--- config.mk ---
export PLATFORM = sky130hd
export DESIGN_NAME = bcd_scan_collector
export DESIGN_NICKNAME = d
export VERILOG_FILES = /design/src/rtl/bcd_scan_collector.sv
export SDC_FILE = /design/constraint.sdc
export NUM_CORES = 1
export LEC_CHECK = 0
export ABC_AREA = 1
export BUFFER_PORTS_ARGS = -buffer_cell sky130_fd_sc_hd__buf_2
export CAP_MARGIN = 20
export CELL_PAD_IN_SITES_DETAIL_PLACEMENT = 0
export CELL_PAD_IN_SITES_GLOBAL_PLACEMENT = 1
export CORE_MARGIN = 2
export CORE_UTILIZATION = 41
export DETAILED_ROUTE_END_ITERATION = 10
export GPL_TIMING_DRIVEN = 0
export PLACE_DENSITY_LB_ADDON = 0.1
export SYNTH_ARGS = -nofsm -noshare
export SYNTH_HDL_FRONTEND = slang
export SYNTH_SLANG_ARGS = --single-unit
--- constraint.sdc ---
create_clock -name clk2 -period 5.2 [get_ports clk2]
set_input_delay 0.52 -clock clk2 [delete_from_list [all_inputs] [get_ports clk2]]
set_output_delay 0.52 -clock clk2 [all_outputs]
set_load 0.03 [all_outputs]
--- src/rtl/bcd_scan_collector.sv ---
// Receive side of a multiplexed BCD digit scan: rebuilds tens*10+units from the
// scanned units/tens/marker digits and flags malformed frames.
module bcd_scan_collector #(
  parameter int VAL_W   = 5,
  parameter int MAX_VAL = 31
) (
  input  logic             clk2,
  input  logic             rst,
  input  logic [3:0]       BCD,
  input  logic [3:0]       sel_an,
  output logic [VAL_W-1:0] value,
  output logic             mark,
  output logic             valid,
  output logic             err,
  output logic [1:0]       err_code
);

  typedef enum logic [1:0] {IDLE, GOT_U, GOT_T, GOT_A} state_t;

  localparam logic [3:0] SEL_U  = 4'b1110;
  localparam logic [3:0] SEL_T  = 4'b1101;
  localparam logic [3:0] SEL_A  = 4'b1011;
  localparam logic [7:0] MAX_V8 = 8'(MAX_VAL);

  state_t           state_q, state_d;
  logic [3:0]       units_q, units_d, tens_q, tens_d;
  logic [VAL_W-1:0] value_q, value_d;
  logic             mark_q, mark_d, valid_q, valid_d, err_q, err_d;
  logic [1:0]       err_code_q, err_code_d;

  logic       is_u, is_t, is_a, digit_ok;
  logic       do_commit, commit_mark, start_u, bad, seq, range_err;
  logic [7:0] commit_val;

  assign is_u       = (sel_an == SEL_U);
  assign is_t       = (sel_an == SEL_T);
  assign is_a       = (sel_an == SEL_A);
  assign digit_ok   = (BCD <= 4'd9);
  // Range check happens on the full 8-bit sum, before truncation to VAL_W.
  assign commit_val = {4'b0, tens_q} * 8'd10 + {4'b0, units_q};

  always_comb begin
    state_d     = state_q;
    units_d     = units_q;
    tens_d      = tens_q;
    value_d     = value_q;
    mark_d      = mark_q;
    valid_d     = 1'b0;
    err_d       = 1'b0;
    err_code_d  = err_code_q;
    do_commit   = 1'b0;
    commit_mark = 1'b0;
    start_u     = 1'b0;
    bad         = 1'b0;
    seq         = 1'b0;

    unique case (state_q)
      IDLE: begin
        if (is_u) begin
          if (digit_ok) start_u = 1'b1;
          else          bad     = 1'b1;
        end
      end
      GOT_U: begin
        if (is_t && digit_ok)            begin tens_d = BCD; state_d = GOT_T; end
        else if ((is_u || is_t) && !digit_ok) bad = 1'b1;
        else                             seq = 1'b1;
      end
      GOT_T: begin
        if (is_u) begin
          do_commit = 1'b1;
          if (digit_ok) start_u = 1'b1;
          else          bad     = 1'b1;
        end else if (is_a) begin
          if (BCD == 4'hA) state_d = GOT_A;
          else             bad     = 1'b1;
        end else if (is_t && !digit_ok) bad = 1'b1;
        else                            seq = 1'b1;
      end
      GOT_A: begin
        if (is_u) begin
          do_commit   = 1'b1;
          commit_mark = 1'b1;
          if (digit_ok) start_u = 1'b1;
          else          bad     = 1'b1;
        end else if (is_t && !digit_ok) bad = 1'b1;
        else                            seq = 1'b1;
      end
      default: state_d = IDLE;
    endcase

    // An out-of-order 1110 with a good digit still opens a fresh frame.
    if (seq && is_u) start_u = 1'b1;

    range_err = do_commit && (commit_val > MAX_V8);

    if (do_commit && !range_err) begin
      value_d = commit_val[VAL_W-1:0];
      mark_d  = commit_mark;
      valid_d = 1'b1;
    end

    if (bad || seq || range_err) begin
      err_d      = 1'b1;
      err_code_d = bad ? 2'b01 : (seq ? 2'b10 : 2'b11);
    end

    if (start_u) begin
      units_d = BCD;
      state_d = GOT_U;
    end else if (bad || seq) begin
      state_d = IDLE;
    end
  end

  always_ff @(posedge clk2) begin
    if (rst) begin
      state_q    <= IDLE;
      units_q    <= '0;
      tens_q     <= '0;
      value_q    <= '0;
      mark_q     <= 1'b0;
      valid_q    <= 1'b0;
      err_q      <= 1'b0;
      err_code_q <= 2'b00;
    end else begin
      state_q    <= state_d;
      units_q    <= units_d;
      tens_q     <= tens_d;
      value_q    <= value_d;
      mark_q     <= mark_d;
      valid_q    <= valid_d;
      err_q      <= err_d;
      err_code_q <= err_code_d;
    end
  end

  assign value    = value_q;
  assign mark     = mark_q;
  assign valid    = valid_q;
  assign err      = err_q;
  assign err_code = err_code_q;

endmodule
=== After elaboration in Yosys (flattened, before gate mapping) ===
Cells that the tools add are included.

* Add/subtract/negate cells: 1
* Multipliers: 1
* Magnitude comparators: 2
* Equality and inequality tests: 15
* Multiplexer cells: 35
* Reductions and logical operators: 20

{| class="wikitable"
|+ Operators by type and width
! operator !! count
|-
| 2-to-1 mux 1 bit || 27
|-
| equality test 4 bit, second input constant || 4
|-
| != test 4 bit, second input constant || 4
|-
| 2-to-1 mux 2 bit || 5
|-
| AND reduction 5 bit || 2
|-
| adder 8 x 4 -> 8 bit || 1
|-
| greater-than comparator 8 x 5 -> 1 bit, second input constant || 1
|-
| != test 2 bit, second input constant || 4
|-
| multiplier 4 x 3 -> 7 bit, second input constant || 1
|-
| logical AND 1 bit || 6
|-
| OR reduction 3 bit || 2
|-
| equality test 2 bit, second input constant || 2
|-
| less-or-equal comparator 4 bit, second input constant || 1
|-
| case mux 1 bit (4 select lines) || 1
|-
| case mux 2 bit (2 select lines) || 1
|-
| nonzero test 4 bit || 1
|-
| logical OR 1 bit || 3
|-
| case mux 1 bit (3 select lines) || 1
|-
| equality test 2 x 1 -> 1 bit, second input constant || 1
|-
| logical NOT 1 bit || 2
|-
| logical NOT 2 bit || 1
|-
| AND reduction 2 bit || 1
|-
| nonzero test 2 bit || 1
|-
| OR reduction 2 bit || 1
|}

* Register bits after elaboration: 20
* Bits of input ports: 10
* Output and inout port bits: 10
* Word-level logic and storage cells: 83

=== Longest topological paths before layout ===
* Word-level depth: 11
* Mapped depth: 14
* Depth with buffers taken out: 14

=== Worst setup path before layout ===
No wires, ideal clock.

* Kind: reg2reg
* Start: reg tens_q[1]
* End: reg mark_q (netlist: mark)
* Setup time: 0.119 ns
* Arrival time: 2.151 ns
* Required time: 5.081 ns
* Setup slack: 2.930 ns
* Stages on the path, launching flop included: 14
* Path buffers: 1
* Period minus slack after synthesis: 2.270 ns
* Cells stage by stage: dfxtp_1 ha_1 ha_1 fa_1 nand2_1 inv_1 nand3_1 nand2_1 nand2_1 nand2_1 nand3_2 buf_2 o21ai_1 a21oi_1

* Longest elaborated chain between the ends: 6

{| class="wikitable"
|+ Ends and longest elaborated chain
! item !! RTL line !! source
|-
| start, declared || 26 || <nowiki>logic [3:0] units_q, units_d, tens_q, tens_d;</nowiki>
|-
| start signal, assigned || 129 || <nowiki>tens_q <= tens_d;</nowiki>
|-
| multiplier 4 x 3 -> 7 bit || 40 || <nowiki>assign commit_val = {4'b0, tens_q} * 8'd10 + {4'b0, units_q};</nowiki>
|-
| adder 8 x 4 -> 8 bit || 40 ||
|-
| greater-than comparator 8 x 5 -> 1 bit || 95 || <nowiki>range_err = do_commit && (commit_val > MAX_V8);</nowiki>
|-
| logical AND 1 bit || 95 ||
|-
| logical NOT 1 bit || 97 || <nowiki>if (do_commit && !range_err) begin</nowiki>
|-
| logical AND 1 bit || 97 ||
|-
| end signal, assigned || 131 || <nowiki>mark_q <= mark_d;</nowiki>
|-
| end, declared || 28 || <nowiki>logic mark_q, mark_d, valid_q, valid_d, err_q, err_d;</nowiki>
|}

No other way between the ends.
A chain may end at the register's enable or synchronous reset.

=== Final worst setup path ===
* Start: reg tens_q[1]
* End: reg value_q[2] (netlist: value[2])

* Longest elaborated chain between the ends: 6

{| class="wikitable"
|+ Ends and longest elaborated chain
! item !! RTL line !! source
|-
| multiplier 4 x 3 -> 7 bit * || 40 ||
|-
| adder 8 x 4 -> 8 bit * || 40 ||
|-
| greater-than comparator 8 x 5 -> 1 bit || 95 ||
|-
| logical AND 1 bit || 95 ||
|-
| logical NOT 1 bit || 97 ||
|-
| logical AND 1 bit || 97 ||
|-
| end signal, assigned || 130 || <nowiki>value_q <= value_d;</nowiki>
|-
| end, declared || 27 || <nowiki>logic [VAL_W-1:0] value_q, value_d;</nowiki>
|}

Mark *: on every way between the ends. The rest lies on a longest branch, timed or not.

==> impl_results.md <==
* Outcome: finished clean
* Mean cell area of the mapped netlist at 6.885 um2
* Clock skew at 0.007333 ns
* Fin Hold WS at 0.4217 ns
* RePlAce Congestion at 0.8447
* Worst Hold Depth at 2
* Hold wc startpoint: rst
* Worst-path fanout max at 10
* R2R cell count at 11
* Initial Utilization at a little over two fifths
* Number of placement rows at 19
* Total CTS buffers at 3
* N_diodes at 0
* CORE AREA at 0.002734 mm2
* PortBufs at 19
* Htree depth at 1
* Yosys warnings at 0
* First-pass GRT wire length at 4029 um
* Register area at 400.4 um2
* CP Data Arrival Time at ~2.7 ns
* Startpoint types: flip-flop
* Clock sinks at 20
* # IOs at 20
* Top_reg_cell synth: dfxtp_1
* Area leader, netlist: dfxtp_1
* Setup_tns at 0 ns
* Post-route cell area at 0.001364 mm2
* Clk pin slew, worst setup/hold paths at between 0.1 and 0.15 ns
* Initial antenna violation count at 0
* 1st-pass router iterations at 4
* Longest Clk Path Bufs at 2
* Total gr overflow at 0
* Clock Tree Root: clkbuf_4
* Setup violators final at 0
* Nets@finish at roughly 210
* Peak supply drop at 0.1547 mV
* Final WS setup at between 2 and 3 ns
* Mapped Area at 0.001177 mm2
* DR vias at 1098
* Final hold vios at 0
* Layout cells sized above 1 at 20.62%
* Via density at roughly 5
* Gr usage total at 15.49%
* Cell with the most instances after synthesis: nand2_1
* Hold-fix buffers, CTS at 0
* Final period utilization at 48.18%
* Setup repair after global routing missed its margin: false
* Ys async rst share at 0%
* Max Cap Violations at 0
* Placed cell area at 0.001311 mm2
* R2r startpoint: tens_q[1]
* Reg-to-reg endpoint: value[2]
* Minimum clock period at 2.505 ns
* Leak at 0.6995 nW
* Worst-skew pair later-pin latency at roughly 0.3 ns
* Mapped Cells at roughly 170
* FMAX at 399.2 MHz
* Postcts setup bufs at 0
* Data required, critical path at 5.40 ns
* Top post-synthesis cells by area: dfxtp_1 (34%), nand2_1 (14%), ha_1 (7.4%)
* Initial DRC Count at 30
* Vias in the first global route at 985
* Worst reg-to-reg setup slack at 2.69 ns
* Setup CP Type: flip-flop to flip-flop
* Chip Width at approximately 58 um
* Fill cell count at 297
* Sequential-to-total area share from yosys stat at about a third
* Antenna Nets Post-Route at 0
* Post-synth EDFFs at 0
* CTS tree: done
* Top cells by instance count after synthesis: nand2_1 (43), nor2_1 (21), dfxtp_1 (20)
* Mapped Nets at 190
* WL final at 2330 um
* Yosys top cell area share at 34.01%
* Post_cts resized at 0
* Pins over their slew limit at 0
* Die H at 57.59 um
* WL/cell at 10.36 um
* Synth unique cells at 23
* Die ar. at about 0.0033 mm2
* Layout area overhead at 15.83%
* Slew HR at 81.19%
* DRC violations left at 0
* Crit. End Element: flip-flop
* #FFs+latches synth at 20
* Worst slew pin tran at 0.2803 ns
* Post-DP HPWL at between 1500 and 2000 um
* PwrDens at 226.7 mW/mm2
* Setup WS pre-CTS at approximately 2.7 ns
* Multi-input logic area at about 680 um2
* Hold EP: value[4]
* Largest net degree at the start of global routing at 13
* Hold WC Path Type: primary input to flip-flop
## report_power, final
group | internal, W | switching [W] | leakage, nW
clock | 0.0000778 | 0.0000497 | 0.0279
sequential | 0.000155 | 0.00000132 | 0.161
combinational | 0.00000890 | 0.0000163 | 0.510
## worst max-delay path, stage by stage (launching register included)
cell     delay (ns)
dfxtp_1        0.44
ha_1           0.27
ha_1           0.23
fa_1           0.55
inv_1          0.07
nor2_1         0.07
o21ai_0        0.09
nor2_1         0.20
nand3_2        0.11
buf_2          0.19
o21ai_1        0.13
a21oi_1        0.05
## metrics by stage
| step | cells | utilization (%) | power (W) |
|---|---|---|---|
| finish | 225 | 49.89 | 0.0003092 |
| detailed placement | 221 | 47.96 | 0.0001853 |
| global route | 225 | 49.89 | 0.0003210 |
| CTS | 225 | 49.89 | 0.0003138 |
| floorplan | 171 | - | 0.0001755 |
| global placement | 221 | 47.96 | 0.0001848 |
## state kept, by name (all words and copies together), names as in the netlist
| register | flops |
|---|---|
| err | 1 |
| mark | 1 |
| value | 5 |
| state_q | 2 |
| err_code | 2 |
| tens_q | 4 |
| valid | 1 |
| units_q | 4 |
## placed cells by master (no fill, tap or decap)
cell type and n:
nand2_2 3, buf_2 21, xor2_1 2, o21ai_1 8, nor2_1 21, nand2_1 43
ha_1 7, nor3_4 1, o21ai_0 8, nor2_2 2, nand4_1 1, a21oi_1 13
nor3_2 2, dfxtp_1 20, bufinv_16 1, nor3_1 2, fa_1 2, a21oi_2 1
nand3_2 1, nand3_1 6, or2_0 1, inv_2 5, nand3b_1 1, clkbuf_4 3
inv_1 19
## worst max path at each step
stage | end | slack [ns] | startpoint
final | value[2] | 2.69 | tens_q[1]
after global routing | value[2] | 2.47 | tens_q[1]
after CTS | value[2] | 2.64 | tens_q[1]
after detailed placement | value[2] | 2.67 | tens_q[1]
after global placement | mark | 2.72 | tens_q[1]
after floorplan | mark | 2.93 | tens_q[1]
## metal layers
| layer | track usage [%] | vias up | wire (um) |
|---|---|---|---|
| li1 | - | 594 | - |
| met1 | 20.45 | 480 | 1201 |
| met2 | 26.14 | 22 | 1022 |
| met3 | 2.721 | 2 | 87 |
| met4 | 3.987 | 0 | 17 |
| met5 | 0 | - | 0 |
## cell type report
cell class | count | area share [%]
Tap cell | 31 | 2.844
Sequential cell | 20 | 29.36
Buffer | 2 | 0.7339
Clock inverter | 1 | 2.202
Multi-Input combinational cell | 125 | 49.63
Inverter | 24 | 6.605
Timing Repair Buffer | 19 | 6.972
Clock buffer | 3 | 1.651
## cells by family (layout without fill, tap and decap cells)
group                      Yosys count  after routing  synth area share [%]
DFF                                 20             20                 34.01
xor gates and xnor gates             2              2                 1.488
AOI/OAI and AO/OA                   30             30                 13.07
buffers and inverters               26             49                 8.502
and+or+nand+nor                     84             84                 32.10
adders and majority gates            9              9                 10.84
No activity file was read; power rests on OpenSTA's default activity.
